### src/rtl/ball_motion_ctrl_pkg.sv
// Shared pong playfield constants and the ball serve/score state encoding.
package ball_motion_ctrl_pkg;

  localparam int H_RES     = 640;
  localparam int V_RES     = 480;
  localparam int BALL_SIZE = 8;

  typedef enum logic [1:0] {
    IDLE   = 2'd0,
    MOVING = 2'd1,
    SCORED = 2'd2
  } state_e;

endpackage

### src/rtl/ball_motion_ctrl_if.sv
// Control/status bundle between the pong datapath and the ball motion engine.
interface ball_motion_ctrl_if #(
  parameter int X_W    = 10,
  parameter int Y_W    = 9,
  parameter int STEP_W = 3
);

  logic              enable;
  logic              serve;
  logic              h_col;
  logic              v_col;
  logic [STEP_W-1:0] step_x;
  logic [STEP_W-1:0] step_y;
  logic [X_W-1:0]    x_coord;
  logic [Y_W-1:0]    y_coord;
  logic              h_dir;
  logic              v_dir;
  logic              miss_left;
  logic              miss_right;
  logic              moving;

  modport master (
    output enable, serve, h_col, v_col, step_x, step_y,
    input  x_coord, y_coord, h_dir, v_dir, miss_left, miss_right, moving
  );

  modport slave (
    input  enable, serve, h_col, v_col, step_x, step_y,
    output x_coord, y_coord, h_dir, v_dir, miss_left, miss_right, moving
  );

endinterface

### src/rtl/ball_motion_ctrl_axis_stepper.sv
// One ball axis: position register plus limit detection. BOUNCE clamps at the
// walls; otherwise a limit hit is a miss and the position holds.
module ball_motion_ctrl_axis_stepper #(
  parameter int W      = 10,
  parameter int STEP_W = 3,
  parameter int LIMIT  = 632,
  parameter int INIT   = 316,
  parameter bit BOUNCE = 1'b1
) (
  input  logic              clk,
  input  logic              reset,
  input  logic              load_i,
  input  logic              advance_i,
  input  logic              dir_i,
  input  logic [STEP_W-1:0] step_i,
  output logic [W-1:0]      pos_o,
  output logic              hitLow_o,
  output logic              hitHigh_o
);

  localparam logic [W:0]   LIMIT_X = (W+1)'(LIMIT);
  localparam logic [W-1:0] INIT_X  = W'(INIT);

  logic [W-1:0] pos_q, pos_d;
  logic [W:0]   posExt, stepExt, sum;
  logic [W-1:0] diff;

  // One extra bit of headroom so the sum can never wrap past the limit.
  always_comb begin
    posExt    = {1'b0, pos_q};
    stepExt   = (W+1)'(step_i);
    sum       = posExt + stepExt;
    diff      = pos_q - W'(step_i);
    hitLow_o  = posExt < stepExt;
    hitHigh_o = BOUNCE ? (sum >= LIMIT_X) : (sum > LIMIT_X);
    pos_d     = pos_q;
    if (load_i) begin
      pos_d = INIT_X;
    end else if (advance_i) begin
      if (dir_i) begin
        if (!hitHigh_o)  pos_d = sum[W-1:0];
        else if (BOUNCE) pos_d = LIMIT_X[W-1:0];
      end else begin
        if (!hitLow_o)   pos_d = diff;
        else if (BOUNCE) pos_d = '0;
      end
    end
  end

  always_ff @(posedge clk) begin
    if (reset) pos_q <= INIT_X;
    else       pos_q <= pos_d;
  end

  assign pos_o = pos_q;

endmodule

### src/rtl/ball_motion_ctrl.sv
// Ball position/direction engine: wall bounces, paddle/obstacle collision
// edges, left/right miss detection and the serve/score state machine.
module ball_motion_ctrl #(
  parameter int H_RES     = ball_motion_ctrl_pkg::H_RES,
  parameter int V_RES     = ball_motion_ctrl_pkg::V_RES,
  parameter int X_W       = 10,
  parameter int Y_W       = 9,
  parameter int BALL_SIZE = ball_motion_ctrl_pkg::BALL_SIZE,
  parameter int STEP_W    = 3,
  parameter int X_INIT    = 316,
  parameter int Y_INIT    = 236
) (
  input logic               clk,
  input logic               reset,
  ball_motion_ctrl_if.slave bus
);

  import ball_motion_ctrl_pkg::state_e;
  import ball_motion_ctrl_pkg::IDLE;
  import ball_motion_ctrl_pkg::MOVING;
  import ball_motion_ctrl_pkg::SCORED;

  state_e         state_q, state_d;
  logic           hDir_q, hDir_d, vDir_q, vDir_d;
  logic           missLeft_q, missLeft_d, missRight_q, missRight_d;
  logic           hColPrev_q, vColPrev_q, moving_q;
  logic           inMoving, loadInit, advance, hEdge, vEdge, hDirEff, vDirEff;
  logic           xHitLow, xHitHigh, yHitLow, yHitHigh;
  logic [X_W-1:0] xPos;
  logic [Y_W-1:0] yPos;

  // Collision flips land before the move, so the steppers see the new direction.
  always_comb begin
    inMoving    = (state_q == MOVING);
    loadInit    = (state_q == SCORED);
    hEdge       = bus.h_col & ~hColPrev_q;
    vEdge       = bus.v_col & ~vColPrev_q;
    hDirEff     = hDir_q ^ (inMoving & hEdge);
    vDirEff     = vDir_q ^ (inMoving & vEdge);
    advance     = inMoving & bus.enable;
    missLeft_d  = advance & ~hEdge & ~hDirEff & xHitLow;
    missRight_d = advance & ~hEdge &  hDirEff & xHitHigh;
    state_d     = state_q;
    hDir_d      = hDirEff;
    vDir_d      = vDirEff;
    case (state_q)
      IDLE: begin
        if (bus.serve) state_d = MOVING;
      end
      MOVING: begin
        if (missLeft_d || missRight_d) state_d = SCORED;
        if (advance && vDirEff && yHitHigh)       vDir_d = 1'b0;
        else if (advance && !vDirEff && yHitLow)  vDir_d = 1'b1;
      end
      SCORED: begin
        state_d = IDLE;
        hDir_d  = missLeft_q;
      end
      default: state_d = IDLE;
    endcase
  end

  always_ff @(posedge clk) begin
    if (reset) begin
      state_q     <= IDLE;
      hDir_q      <= 1'b1;
      vDir_q      <= 1'b1;
      missLeft_q  <= 1'b0;
      missRight_q <= 1'b0;
      hColPrev_q  <= 1'b0;
      vColPrev_q  <= 1'b0;
      moving_q    <= 1'b0;
    end else begin
      state_q     <= state_d;
      hDir_q      <= hDir_d;
      vDir_q      <= vDir_d;
      missLeft_q  <= missLeft_d;
      missRight_q <= missRight_d;
      hColPrev_q  <= bus.h_col;
      vColPrev_q  <= bus.v_col;
      moving_q    <= (state_d == MOVING);
    end
  end

  ball_motion_ctrl_axis_stepper #(
    .W(X_W), .STEP_W(STEP_W), .LIMIT(H_RES - BALL_SIZE), .INIT(X_INIT), .BOUNCE(1'b0)
  ) xAxis (
    .clk(clk), .reset(reset), .load_i(loadInit), .advance_i(advance),
    .dir_i(hDirEff), .step_i(bus.step_x), .pos_o(xPos),
    .hitLow_o(xHitLow), .hitHigh_o(xHitHigh)
  );

  ball_motion_ctrl_axis_stepper #(
    .W(Y_W), .STEP_W(STEP_W), .LIMIT(V_RES - BALL_SIZE), .INIT(Y_INIT), .BOUNCE(1'b1)
  ) yAxis (
    .clk(clk), .reset(reset), .load_i(loadInit), .advance_i(advance),
    .dir_i(vDirEff), .step_i(bus.step_y), .pos_o(yPos),
    .hitLow_o(yHitLow), .hitHigh_o(yHitHigh)
  );

  assign bus.x_coord    = xPos;
  assign bus.y_coord    = yPos;
  assign bus.h_dir      = hDir_q;
  assign bus.v_dir      = vDir_q;
  assign bus.miss_left  = missLeft_q;
  assign bus.miss_right = missRight_q;
  assign bus.moving     = moving_q;

endmodule

### src/flat_wrapper.sv
// flat-port wrapper written by rule: the top's interface ports become plain ports
module ball_motion_ctrl_flat import ball_motion_ctrl_pkg::state_e; import ball_motion_ctrl_pkg::IDLE; import ball_motion_ctrl_pkg::MOVING; import ball_motion_ctrl_pkg::SCORED;
#(
  parameter int H_RES     = ball_motion_ctrl_pkg::H_RES,
  parameter int V_RES     = ball_motion_ctrl_pkg::V_RES,
  parameter int X_W       = 10,
  parameter int Y_W       = 9,
  parameter int BALL_SIZE = ball_motion_ctrl_pkg::BALL_SIZE,
  parameter int STEP_W    = 3,
  parameter int X_INIT    = 316,
  parameter int Y_INIT    = 236
)
  (clk, reset, bus_enable, bus_serve, bus_h_col, bus_v_col, bus_step_x, bus_step_y, bus_x_coord, bus_y_coord, bus_h_dir, bus_v_dir, bus_miss_left, bus_miss_right, bus_moving);
  ball_motion_ctrl_if #(.X_W(X_W), .Y_W(Y_W), .STEP_W(STEP_W)) bus_i ();
  input logic clk;
  input logic reset;
  input wire logic [$bits(bus_i.enable)-1:0] bus_enable;
  input wire logic [$bits(bus_i.serve)-1:0] bus_serve;
  input wire logic [$bits(bus_i.h_col)-1:0] bus_h_col;
  input wire logic [$bits(bus_i.v_col)-1:0] bus_v_col;
  input wire logic [$bits(bus_i.step_x)-1:0] bus_step_x;
  input wire logic [$bits(bus_i.step_y)-1:0] bus_step_y;
  output wire logic [$bits(bus_i.x_coord)-1:0] bus_x_coord;
  output wire logic [$bits(bus_i.y_coord)-1:0] bus_y_coord;
  output wire logic [$bits(bus_i.h_dir)-1:0] bus_h_dir;
  output wire logic [$bits(bus_i.v_dir)-1:0] bus_v_dir;
  output wire logic [$bits(bus_i.miss_left)-1:0] bus_miss_left;
  output wire logic [$bits(bus_i.miss_right)-1:0] bus_miss_right;
  output wire logic [$bits(bus_i.moving)-1:0] bus_moving;
  assign bus_i.enable = bus_enable;
  assign bus_i.serve = bus_serve;
  assign bus_i.h_col = bus_h_col;
  assign bus_i.v_col = bus_v_col;
  assign bus_i.step_x = bus_step_x;
  assign bus_i.step_y = bus_step_y;
  assign bus_x_coord = bus_i.x_coord;
  assign bus_y_coord = bus_i.y_coord;
  assign bus_h_dir = bus_i.h_dir;
  assign bus_v_dir = bus_i.v_dir;
  assign bus_miss_left = bus_i.miss_left;
  assign bus_miss_right = bus_i.miss_right;
  assign bus_moving = bus_i.moving;
  ball_motion_ctrl #(.H_RES(H_RES), .V_RES(V_RES), .X_W(X_W), .Y_W(Y_W), .BALL_SIZE(BALL_SIZE), .STEP_W(STEP_W), .X_INIT(X_INIT), .Y_INIT(Y_INIT)) u_core (.clk(clk), .reset(reset), .bus(bus_i));
endmodule
### config.mk
export PLATFORM = sky130hd
export DESIGN_NAME = ball_motion_ctrl_flat
export DESIGN_NICKNAME = d
export VERILOG_FILES = /design/src/rtl/ball_motion_ctrl_pkg.sv /design/src/rtl/ball_motion_ctrl_if.sv /design/src/rtl/ball_motion_ctrl_axis_stepper.sv /design/src/rtl/ball_motion_ctrl.sv /design/src/flat_wrapper.sv
export SDC_FILE = /design/constraint.sdc
export NUM_CORES = 1
export LEC_CHECK = 0
export CAP_MARGIN = 20
export CORE_MARGIN = 4
export CORE_UTILIZATION = 49
export CTS_CLUSTER_SIZE = 10
export DETAILED_ROUTE_END_ITERATION = 6
export PLACE_DENSITY = 0.81
export SLEW_MARGIN = 20
export SYNTH_ARGS = -nofsm -noshare
export SYNTH_HDL_FRONTEND = slang
export SYNTH_SLANG_ARGS = --single-unit
export TNS_END_PERCENT = 30
### constraint.sdc
create_clock -name clk -period 2.7 [get_ports clk]
set_input_delay 0.405 -clock clk [delete_from_list [all_inputs] [get_ports clk]]
set_output_delay 0.405 -clock clk [all_outputs]
set_load 0.005 [all_outputs]
Yosys cells after proc, flatten, opt, wreduce, memory -nomap -nowiden
Cells that the tools add are included.
{"block": "totals", "wordCells": 61, "output_inout_bits": 24, "ff_bits": 28, "inputBits": 12}
{"block": "classes", "n_lt_le_gt_ge": 4, "n_reduce_logical": 9, "muxes": 13, "bitwise": 16, "n_addsub": 4, "n_eq_ne": 5}
{"op": "10-bit two-way mux", "count": 3}
{"op": "9-bit two-way mux", "count": 3}
{"op": "10-bit by 3-bit adder with 11-bit output", "count": 1}
{"op": "11-bit by 10-bit > comparator with 1-bit output, second input constant", "count": 1}
{"op": "9-bit by 3-bit adder with 10-bit output", "count": 1}
{"op": "1-bit bitwise AND", "count": 10}
{"op": "10-bit by 9-bit greater-or-equal comparator with 1-bit output, second input constant", "count": 1}
{"op": "10-bit by 3-bit less-than comparator with 1-bit output", "count": 1}
{"op": "10-bit by 3-bit subtractor with 10-bit output", "count": 1}
{"op": "9-bit by 3-bit less-than comparator with 1-bit output", "count": 1}
{"op": "9-bit by 3-bit subtractor with 9-bit output", "count": 1}
{"op": "2-bit by 1-bit equality test with 1-bit output, second input constant", "count": 2}
{"op": "1-bit logical AND", "count": 4}
{"op": "1-bit two-way mux", "count": 4}
{"op": "2-bit two-way mux", "count": 2}
{"op": "1-bit NOT", "count": 4}
{"op": "2-bit case mux with 2 select lines", "count": 1}
{"op": "3-bit AND reduction", "count": 1}
{"op": "2-bit equality test, second input constant", "count": 1}
{"op": "2-bit zero test", "count": 1}
{"op": "2-bit by 1-bit inequality test with 1-bit output, second input constant", "count": 1}
{"op": "2-bit inequality test, second input constant", "count": 1}
{"op": "2-bit OR reduction", "count": 1}
{"op": "1-bit XOR", "count": 2}
{"op": "other kinds (2)", "count": 2}

Depth between registers and ports, before layout
Gate-level depths: netlist of run 1.
{"block": "logic_depth", "word_depth": 11, "mapped_depth": 11, "ltp_nobuf": 10}

By module
From an unflattened synthesis of run 1, not the netlist that was laid out.
{"block": "unflattened", "hier_cells": 316, "hier_area_um2": 2573.7}
{"mod": "ball_motion_ctrl_axis_stepper (u_core.yAxis)", "cells_each": 140, "seq_area_each_um2": 180.2, "area_each_um2": 1109.8, "n_inst": 1}
{"mod": "ball_motion_ctrl_axis_stepper (u_core.xAxis)", "cells_each": 138, "seq_area_each_um2": 200.2, "area_each_um2": 1053.5, "n_inst": 1}
{"mod": "ball_motion_ctrl", "cells_each": 38, "seq_area_each_um2": 180.2, "area_each_um2": 410.4, "n_inst": 1}

Worst setup path before layout of run 1
Ideal clock, no wire load.
{"block": "synth_path", "path_kind": "input-to-reg", "from": "input bus_step_x[0]", "to": "register u_core.xAxis.pos_q[8], in the netlist u_core.xAxis.pos_o[8]", "t_required_ns": 2.638, "setup_ns": 0.062, "path_stages": 11, "path_slack_ns": 0.046, "path_buffers": 1, "t_arrival_ns": 2.593, "cell_sequence": "ha_1 inv_1 fa_1 o21bai_1 xnor2_1 o31a_1 a2bb2oi_2 a21oi_4 buf_6 or4_1 nand3_1"}
{"block": "synth_via", "elab_chain_cells": 4, "word_cells_on_any_way": 10, "classes_between": "2 x add/sub; 2 x order compare; 2 x eq/ne; 3 x mux; 1 x reduce/logical"}
{"item": "from (decl)", "line_no": "flat_wrapper.sv:21", "rtl": "input wire logic [$bits(bus_i.step_x)-1:0] bus_step_x;"}
{"item": "10-bit by 3-bit adder with 11-bit output", "line_no": "ball_motion_ctrl_axis_stepper.sv:32", "rtl": "sum = posExt + stepExt;"}
{"item": "11-bit by 10-bit > comparator with 1-bit output", "line_no": "ball_motion_ctrl_axis_stepper.sv:35", "rtl": "hitHigh_o = BOUNCE ? (sum >= LIMIT_X) : (sum > LIMIT_X);"}
{"item": "2-bit inequality test (no line)"}
{"item": "3-bit AND reduction (no line)"}
{"item": "to (signal assigned)", "line_no": "ball_motion_ctrl_axis_stepper.sv:52", "rtl": "else pos_q <= pos_d;"}
{"item": "to (decl)", "line_no": "ball_motion_ctrl_axis_stepper.sv:24", "rtl": "logic [W-1:0] pos_q, pos_d;"}
Parallel ways exist; a longest one is shown, timed or not. The select of a mux whose other input is x is not followed.
A chain may end at the register's enable or synchronous reset.

Final worst setup path of run 1
{"block": "layout_path", "from": "input bus_step_y[1]", "to": "register u_core.vDir_q, in the netlist u_core.bus.v_dir"}
{"block": "layout_via", "elab_chain_cells": 5, "word_cells_on_any_way": 8, "classes_between": "1 x add/sub; 2 x order compare; 3 x mux; 2 x reduce/logical"}
{"item": "from (decl)", "line_no": "flat_wrapper.sv:22", "rtl": "input wire logic [$bits(bus_i.step_y)-1:0] bus_step_y;"}
{"item": "9-bit by 3-bit adder with 10-bit output / 9-bit by 3-bit less-than comparator with 1-bit output (equally long branches)", "line_no": "ball_motion_ctrl_axis_stepper.sv:32, ball_motion_ctrl_axis_stepper.sv:34"}
{"item": "10-bit by 9-bit greater-or-equal comparator with 1-bit output / 1-bit logical AND (equally long branches)", "line_no": "ball_motion_ctrl_axis_stepper.sv:35, ball_motion_ctrl.sv:53"}
{"item": "1-bit logical AND / 1-bit two-way mux (equally long branches)", "line_no": "ball_motion_ctrl.sv:52, ball_motion_ctrl.sv:53"}
{"item": "1-bit two-way mux *", "line_no": "ball_motion_ctrl.sv:52", "rtl": "if (advance && vDirEff && yHitHigh) vDir_d = 1'b0;"}
{"item": "1-bit two-way mux *", "line_no": "ball_motion_ctrl.sv:46", "rtl": "case (state_q)"}
{"item": "to (signal assigned)", "line_no": "ball_motion_ctrl.sv:76", "rtl": "vDir_q <= vDir_d;"}
{"item": "to (decl)", "line_no": "ball_motion_ctrl.sv:24", "rtl": "logic hDir_q, hDir_d, vDir_q, vDir_d;"}
Every way passes the cells marked *; elsewhere a longest branch is shown, timed or not.

==> flow_metrics.py, run 1 <==
metrics = {
    "run_status": {
        "status": "finished, final reports clean",
    },
    "sta": {
        "period_minus_slack_ns": 2.65,
        "relSlewSlack_pct": 54.2,
        "setup_viol": 0,
        "hold_ws_ns": 0.515,
        "fmax_mhz": 378,
        "hold_viol": 0,
        "slew_violations": 0,
        "worst_pin_slew_ns": 0.682,
        "rsz0062_at_grt": "true",
        "fin_skew_ns": 0.00247,
        "timing.final.crit_share_pct": 98.0,
    },
    "cells_and_area": {
        "seq_area_sq_um": 562,
        "diodes": 0,
        "finalNonFillerCells": 427,
        "drive_gt1_share_pct": 22.7,
        "final_net_count": 404,
        "multi_input_area_sq_um": 1740,
        "syn2layout_area_growth_pct": 40.2,
        "final_core_util_pct": 72.7,
        "fillers": 352,
    },
    "worst_setup_path": {
        "r2r_end": "u_core.xAxis.pos_o[6]",
        "crit_start": "bus_step_y[1]",
        "slowest_delay_ns": 0.48,
        "cp.arrival_ns": 2.83,
        "worstSetupPathType": "input port to flip-flop",
        "critPathMaxFanout": 4,
        "r2r_setup_slack_ns": 0.13,
        "r2r_start": "u_core.xAxis.pos_o[0]",
        "start_kind": "input port",
        "slowest_stage": "clkdlybuf4s50_1",
        "end_kind": "flip-flop",
        "worstPathRequired_ns": 2.88,
        "path_cells": "clkdlybuf4s50_1, inv_1, ha_1, nor2b_1, nor3_2, nor3_1, o221ai_1, a21o_1, or2_1, a221o_1",
        "cp-endpoint": "u_core.bus.v_dir",
        "reg2regPathDepth": 11,
    },
    "yosys": {
        "synth_cell_type_count": 60,
        "synth.top_cell.area_share_pct": 24.2,
        "synth_top_area_cell": "dfxtp_1",
        "synth_edf_count": 0,
        "async_reset_ff_share_pct": 0,
        "syn_avg_cell_area_sq_um": 7.81,
        "synth_nets": 325,
        "syn_inst": 297,
        "seq_area_frac_synth_pct": 24.2,
        "yosys_warnings": 0,
        "synthTopCellsByArea": "dfxtp_1, ha_1, a21oi_1",
        "ys.flop_type": "dfxtp_1",
        "ys_seq_elements": 28,
        "synthesis.area_sq_um": 2320,
    },
    "pwr": {
        "combPwrFrac_pct": 34.1,
        "p_leak_nw": 1.25,
        "p_total_w": 0.00123,
        "switching_share_pct": 31.2,
        "switching_power_w": 0.000385,
        "power.share.sequential_pct": 37.9,
        "p_clk_share_pct": 28.0,
        "power_density_nw_per_um2": 379,
        "p_int_w": 0.000848,
        "peakVddDrop_mv": 0.324,
    },
    "die": {
        "rows": 24,
        "start_util_pct": 51.8,
        "die_h_um": 76.8,
        "core_area_sq_um": 4470,
        "die_w_um": 76.8,
        "io_pins": 36,
        "dieArea_sq_um": 5900,
    },
    "route": {
        "drt_wl_total_mm": 6.90,
        "wl_per_cell_um": 16.2,
        "drt_iter0_markers": 294,
        "first_pass_iters": 5,
        "final_antenna_net_count": 0,
        "vias": 2645,
        "drc": 0,
        "viasPerCell": 6.19,
    },
    "global_route": {
        "grt_pass1_wl_mm": 11.5,
        "grt_max_degree": 17,
        "grt_antenna_before_repair": 0,
        "grt_usage_pct": 23.0,
        "grt_pass1_vias": 2513,
        "grt_overflow": 0,
    },
    "clock_network": {
        "clockRootBuffer": "clkbuf_8",
        "ctsLongestPathBuffers": 2,
        "htreeDepth": 1,
        "cts_tree": "built",
        "cts_sinks": 28,
        "holdBufCountCts": 0,
        "clkSlewWorstSetupHoldPaths_ns": 0.10,
        "numCtsBuffers": 3,
        "clock_latency_ns": 0.28,
    },
    "place": {
        "post-dp-hpwl_mm": 5.06,
        "dp_cells": 419,
        "place.gp.congestion": 0.929,
        "io_buffer_count": 35,
    },
    "worst_hold_path": {
        "hold_class": "flip-flop to flip-flop",
    },
    "flow_run": {
        "max-cap-violations": 0,
    },
}
[critical path: cells and delay by family]
kind,cells,cell delay [ns]
AOI/OAI and AO/OA,3,0.68
adders and majority gates,1,0.29
buffers and inverters,2,0.57
and+or+nand+nor,4,0.89
[repair_timing]
action / 4_1_cts / 5_1_grt
gates resized for setup: 8 / 20
buffers inserted: 2 / 1
setup endpoints to repair: 9 / 21
endpoints found under the hold margin: 0 / 0
cloned: 1 / 0
pin swaps: 6 / 10
[layout make-up]
class,count,area share [%]
clock inverters,1,0.923
inverters,20,2.31
multi-input cells,237,53.5
repair buffers,86,22.7
clock buffers,3,1.27
flip-flops and latches,28,17.3
well taps,52,2.00
[how the worst min path moves through the flow]
stage	startpoint	end	depth (start not counted)
6_report	u_core.bus.miss_left	u_core.bus.h_dir	2
5_1_grt	u_core.bus.miss_left	u_core.bus.h_dir	2
4_1_cts	u_core.bus.miss_left	u_core.bus.h_dir	2
3_5_place_dp	u_core.bus.miss_left	u_core.bus.h_dir	2
3_3_place_gp	u_core.bus.miss_left	u_core.bus.h_dir	2
2_1_floorplan	u_core.state_q[1]	u_core.state_q[1]	1
[state kept, by name, summed over array words and instances (netlist names)]
name                   count
u_core.state_q             2
u_core.bus.miss_right      1
u_core.bus.moving          1
u_core.yAxis.pos_o         9
u_core.vColPrev_q          1
u_core.xAxis.pos_o        10
u_core.bus.miss_left       1
u_core.hColPrev_q          1
u_core.bus.v_dir           1
u_core.bus.h_dir           1
[placed cells by master, fill, tap and decap left out, types with 3 or more instances in the layout]
cell	n
a211oi_1	4
a21oi_1	20
a221o_1	4
a31oi_1	7
and3_1	4
buf_4	51
clkbuf_8	3
clkdlybuf4s50_1	31
dfxtp_1	27
dlymetal6s2s_1	3
ha_1	8
inv_1	18
nand2_1	21
nand2b_1	8
nand3_1	18
nor2_1	20
nor2b_1	8
nor3_1	7
nor3b_1	3
o21ai_0	17
o31a_1	3
o31ai_1	7
or4_1	4
xnor2_1	8
[stage by stage]
stage / worst slack, ns / instance area [sq um] / setup TNS, ns
global placement: -0.356 / 3030 / -5.03
floorplan: 0.0455 / 2320 / 0
finish: 0.0539 / 3250 / 0
detailed placement: -0.421 / 3030 / -6.21
CTS: 0.0106 / 3180 / 0
global route: -0.0583 / 3250 / -0.0871
[Yosys cell counts, types with 2 or more instances]
cell type	count
dfxtp_1	28
a21oi_1	21
nand2_1	21
nor2_1	21
inv_1	20
o21ai_0	19
nand3_1	18
ha_1	12
clkbuf_1	10
nor2b_1	9
nand2b_1	8
nor3_1	8
o31ai_1	8
xnor2_1	8
a31oi_1	7
or4_1	5
a211oi_1	4
a221o_1	4
and3_1	4
fa_1	4
nor3b_1	3
nor4_1	3
o31a_1	3
a211o_1	2
a21o_1	2
a311oi_1	2
a32oi_1	2
and2_1	2
mux2i_1	2
nand4_1	2
o22ai_1	2
o311ai_0	2
o311ai_1	2
or2_2	2
xor2_1	2
[kinds of logic (layout without fill, tap and decap cells)]
| logic type | count (synthesis) | count (layout) | synth area share, % |
|---|---|---|---|
| compound gates | 91 | 92 | 27.2 |
| fa+ha+maj | 16 | 16 | 9.92 |
| xor+xnor | 11 | 11 | 4.48 |
| flops | 28 | 28 | 24.2 |
| buf+inv | 33 | 110 | 5.88 |
| mux | 2 | 2 | 0.863 |
| simple gates | 116 | 116 | 27.5 |
[per-layer routing]
metal | vias to the layer above | routed length (um) | track usage, %
li1 | 1263 | - | -
met1 | 1220 | 3060 | 32.0
met2 | 151 | 3210 | 36.6
met3 | 11 | 550 | 3.16
met4 | 0 | 77 | 7.07
met5 | - | 0 | 0
[power groups by stage]
stage	Clock (W)	Combinational (W)	Sequential [W]
after global routing	0.000367	0.000457	0.000472
after CTS	0.000346	0.000402	0.000465
final	0.000345	0.000421	0.000467
after floorplan	0	0.000224	0.000463
after detailed placement	0	0.000388	0.000474
after global placement	0	0.000379	0.000473
Note: power is estimated with default switching activity, not from simulation.
==> inputs of run 2 (changes only) <==
--- a/config.mk
+++ b/config.mk
@@ -6,12 +6,10 @@
 export NUM_CORES = 1
 export LEC_CHECK = 0
 export CAP_MARGIN = 20
-export CORE_MARGIN = 4
 export CORE_UTILIZATION = 49
 export CTS_CLUSTER_SIZE = 10
 export DETAILED_ROUTE_END_ITERATION = 6
 export PLACE_DENSITY = 0.81
-export SLEW_MARGIN = 20
 export SYNTH_ARGS = -nofsm -noshare
 export SYNTH_HDL_FRONTEND = slang
 export SYNTH_SLANG_ARGS = --single-unit
==> flow_metrics.py, run 2 (synthesis gave the netlist of run 1 again) <==
metrics = {
    "global_route": {
        "grt_max_degree": 17,
        "gr-usage-met1_pct": 39.0,
        "grt_usage_pct": 28.3,
        "grt_overflow": 0,
        "grt.busiest_layer": "met2",
        "grt_pass1_vias": 2490,
        "grt_antenna_before_repair": 0,
        "met3_usage_pct": 3.28,
        "met2_usage_pct": 45.3,
        "grt_pass1_wl_mm": 11.5,
    },
    "worst_setup_path": {
        "worstSetupPathType": "input port to flip-flop",
        "worstSetupPathDepth": 12,
        "r2r_setup_slack_ns": 0.11,
        "r2r_end": "u_core.xAxis.pos_o[9]",
        "critPathMaxFanout": 5,
        "crit_buf_inv": 3,
        "reg2regPathDepth": 11,
        "cp.arrival_ns": 2.82,
        "slowest_stage": "or4_4",
        "end_kind": "flip-flop",
        "worstPathRequired_ns": 2.92,
        "cp_top_family": "simple AND/OR/NAND/NOR gates",
        "start_kind": "input port",
        "path_cells": "clkdlybuf4s15_1, ha_2, inv_1, fa_2, o21bai_1, buf_4, xnor2_1, nand4_1, a2bb2oi_4, a21oi_4, or4_4, a21oi_2",
        "r2r_start": "u_core.xAxis.pos_o[0]",
        "slowest_delay_ns": 0.49,
        "crit_start": "bus_step_x[0]",
    },
    "die": {
        "rows": 24,
        "die_h_um": 70.8,
        "core_area_sq_um": 4440,
        "die_w_um": 70.8,
        "io_pins": 36,
        "start_util_pct": 52.2,
        "dieArea_sq_um": 5010,
    },
    "pwr": {
        "peakVddDrop_mv": 0.321,
        "p_clk_share_pct": 28.1,
        "power_density_nw_per_um2": 381,
        "combPwrFrac_pct": 34.2,
        "power.share.sequential_pct": 37.7,
        "switching_share_pct": 31.2,
        "p_leak_nw": 1.26,
        "switching_power_w": 0.000387,
        "p_int_w": 0.000852,
    },
    "worst_hold_path": {
        "hold_class": "flip-flop to flip-flop",
        "min_from": "u_core.bus.miss_left",
        "hold_end": "u_core.bus.h_dir",
        "holdPathStages": 2,
    },
    "sta": {
        "fin_ws_ns": 0.0975,
        "fmax_mhz": 384,
        "timing.final.crit_share_pct": 96.4,
        "worst_pin_slew_ns": 0.638,
        "rsz0062_at_grt": "true",
        "setup_viol": 0,
        "fin_skew_ns": 0.00272,
        "hold_ws_ns": 0.526,
        "slew_violations": 0,
        "hold_viol": 0,
        "relSlewSlack_pct": 57.2,
        "period_minus_slack_ns": 2.60,
    },
    "place": {
        "place.gp.congestion": 0.985,
        "dp_slack_ns": -0.459,
        "post-dp-hpwl_mm": 5.01,
        "io_buffer_count": 35,
    },
    "cells_and_area": {
        "multi_input_area_sq_um": 1730,
        "final_net_count": 406,
        "fillers": 348,
        "largest_reg_flops": 10,
        "final_common_cell": "buf_4",
        "final_cell_mix": "buf_4, clkdlybuf4s50_1, dfxtp_1, nand2_1",
        "diodes": 0,
        "final_core_util_pct": 73.2,
        "drive_gt1_share_pct": 22.8,
        "syn2layout_area_growth_pct": 40.3,
        "seq_area_sq_um": 562,
    },
    "run_status": {
        "status": "finished, final reports clean",
    },
    "route": {
        "vias": 2673,
        "drt_iter0_markers": 247,
        "drt_wl_total_mm": 7.04,
        "wl_per_cell_um": 16.4,
        "viasPerCell": 6.23,
        "final_antenna_net_count": 0,
        "drc": 0,
        "first_pass_iters": 7,
    },
    "clock_network": {
        "clkSlewWorstSetupHoldPaths_ns": 0.11,
        "ctsLongestPathBuffers": 2,
        "numCtsBuffers": 3,
        "clock_latency_ns": 0.28,
        "cts_tree": "built",
        "clockRootBuffer": "clkbuf_8",
        "holdBufCountCts": 0,
        "cts_sinks": 28,
        "htreeDepth": 1,
    },
    "flow_run": {
        "max-cap-violations": 0,
    },
}
==> run 2: cell count changes in the layout (fill, tap and decap cells not counted), moves of 2 or more <==
cell	before	now
buf_4	51	53
nor2_2	0	2
o21ai_0	17	15
o21ai_1	2	4
==> run 2: cell type report <==
| type | instances | share of cell area (%) |
|---|---|---|
| clock buffer | 3 | 1.27 |
| sequential | 28 | 17.3 |
| inverter | 20 | 2.31 |
| multi-input combinational | 237 | 53.1 |
| timing repair buffer | 88 | 23.1 |
| tap | 52 | 2.00 |
| clock inverter | 1 | 0.923 |
==> run 2: worst register-to-register path, delay by kind of cell, from the launching register on <==
kind                       cells  cell delay [ns]
DFF                            1             0.34
buffers and inverters          2             0.21
xor gates and xnor gates       1             0.12
adders and majority gates      2             0.54
AOI/OAI and AO/OA              4             0.65
and+or+nand+nor                2             0.67
==> run 2: through the flow <==
| stage | TNS [ns] | power, W | cells | cell area, sq um |
|---|---|---|---|---|
| after floorplan | 0 | 0.000687 | 297 | 2320 |
| after global placement | -5.24 | 0.000856 | 420 | 3040 |
| after detailed placement | -6.65 | 0.000864 | 420 | 3040 |
| after CTS | -0.00336 | 0.00121 | 426 | 3160 |
| after global routing | -0.216 | 0.00129 | 429 | 3250 |
| final | 0 | 0.00124 | 429 | 3250 |
==> run 2: what timing repair did <==
item,CTS,global route
pin swaps,6,11
cloned,1,0
endpoints found under the hold margin,0,0
gates resized for setup,9,20
endpoints found under the setup margin,12,21
setup buffers,1,3
==> run 2: how the worst max path moves through the flow <==
stage / slack (ns) / end
after floorplan: 0.05 / u_core.xAxis.pos_o[8]
after global placement: -0.37 / u_core.xAxis.pos_o[6]
after detailed placement: -0.46 / u_core.xAxis.pos_o[9]
after CTS: -0.003 / u_core.xAxis.pos_o[5]
after global routing: -0.08 / u_core.xAxis.pos_o[0]
final: 0.1 / u_core.xAxis.pos_o[9]
==> run 2: power by group through the flow <==
stage,Combinational [W],Sequential [W],Clock [W]
after detailed placement,0.000390,0.000474,0
final,0.000423,0.000467,0.000349
after global routing,0.000458,0.000470,0.000362
after floorplan,0.000224,0.000463,0
after CTS,0.000401,0.000465,0.000347
after global placement,0.000383,0.000473,0
==> run 2: layer usage <==
metal | vias to the layer above | share of wire [%]
met4 | 0 | 3.0
met2 | 123 | 46
li1 | 1272 | -
met5 | - | 0
met1 | 1254 | 44
met3 | 24 | 6.3
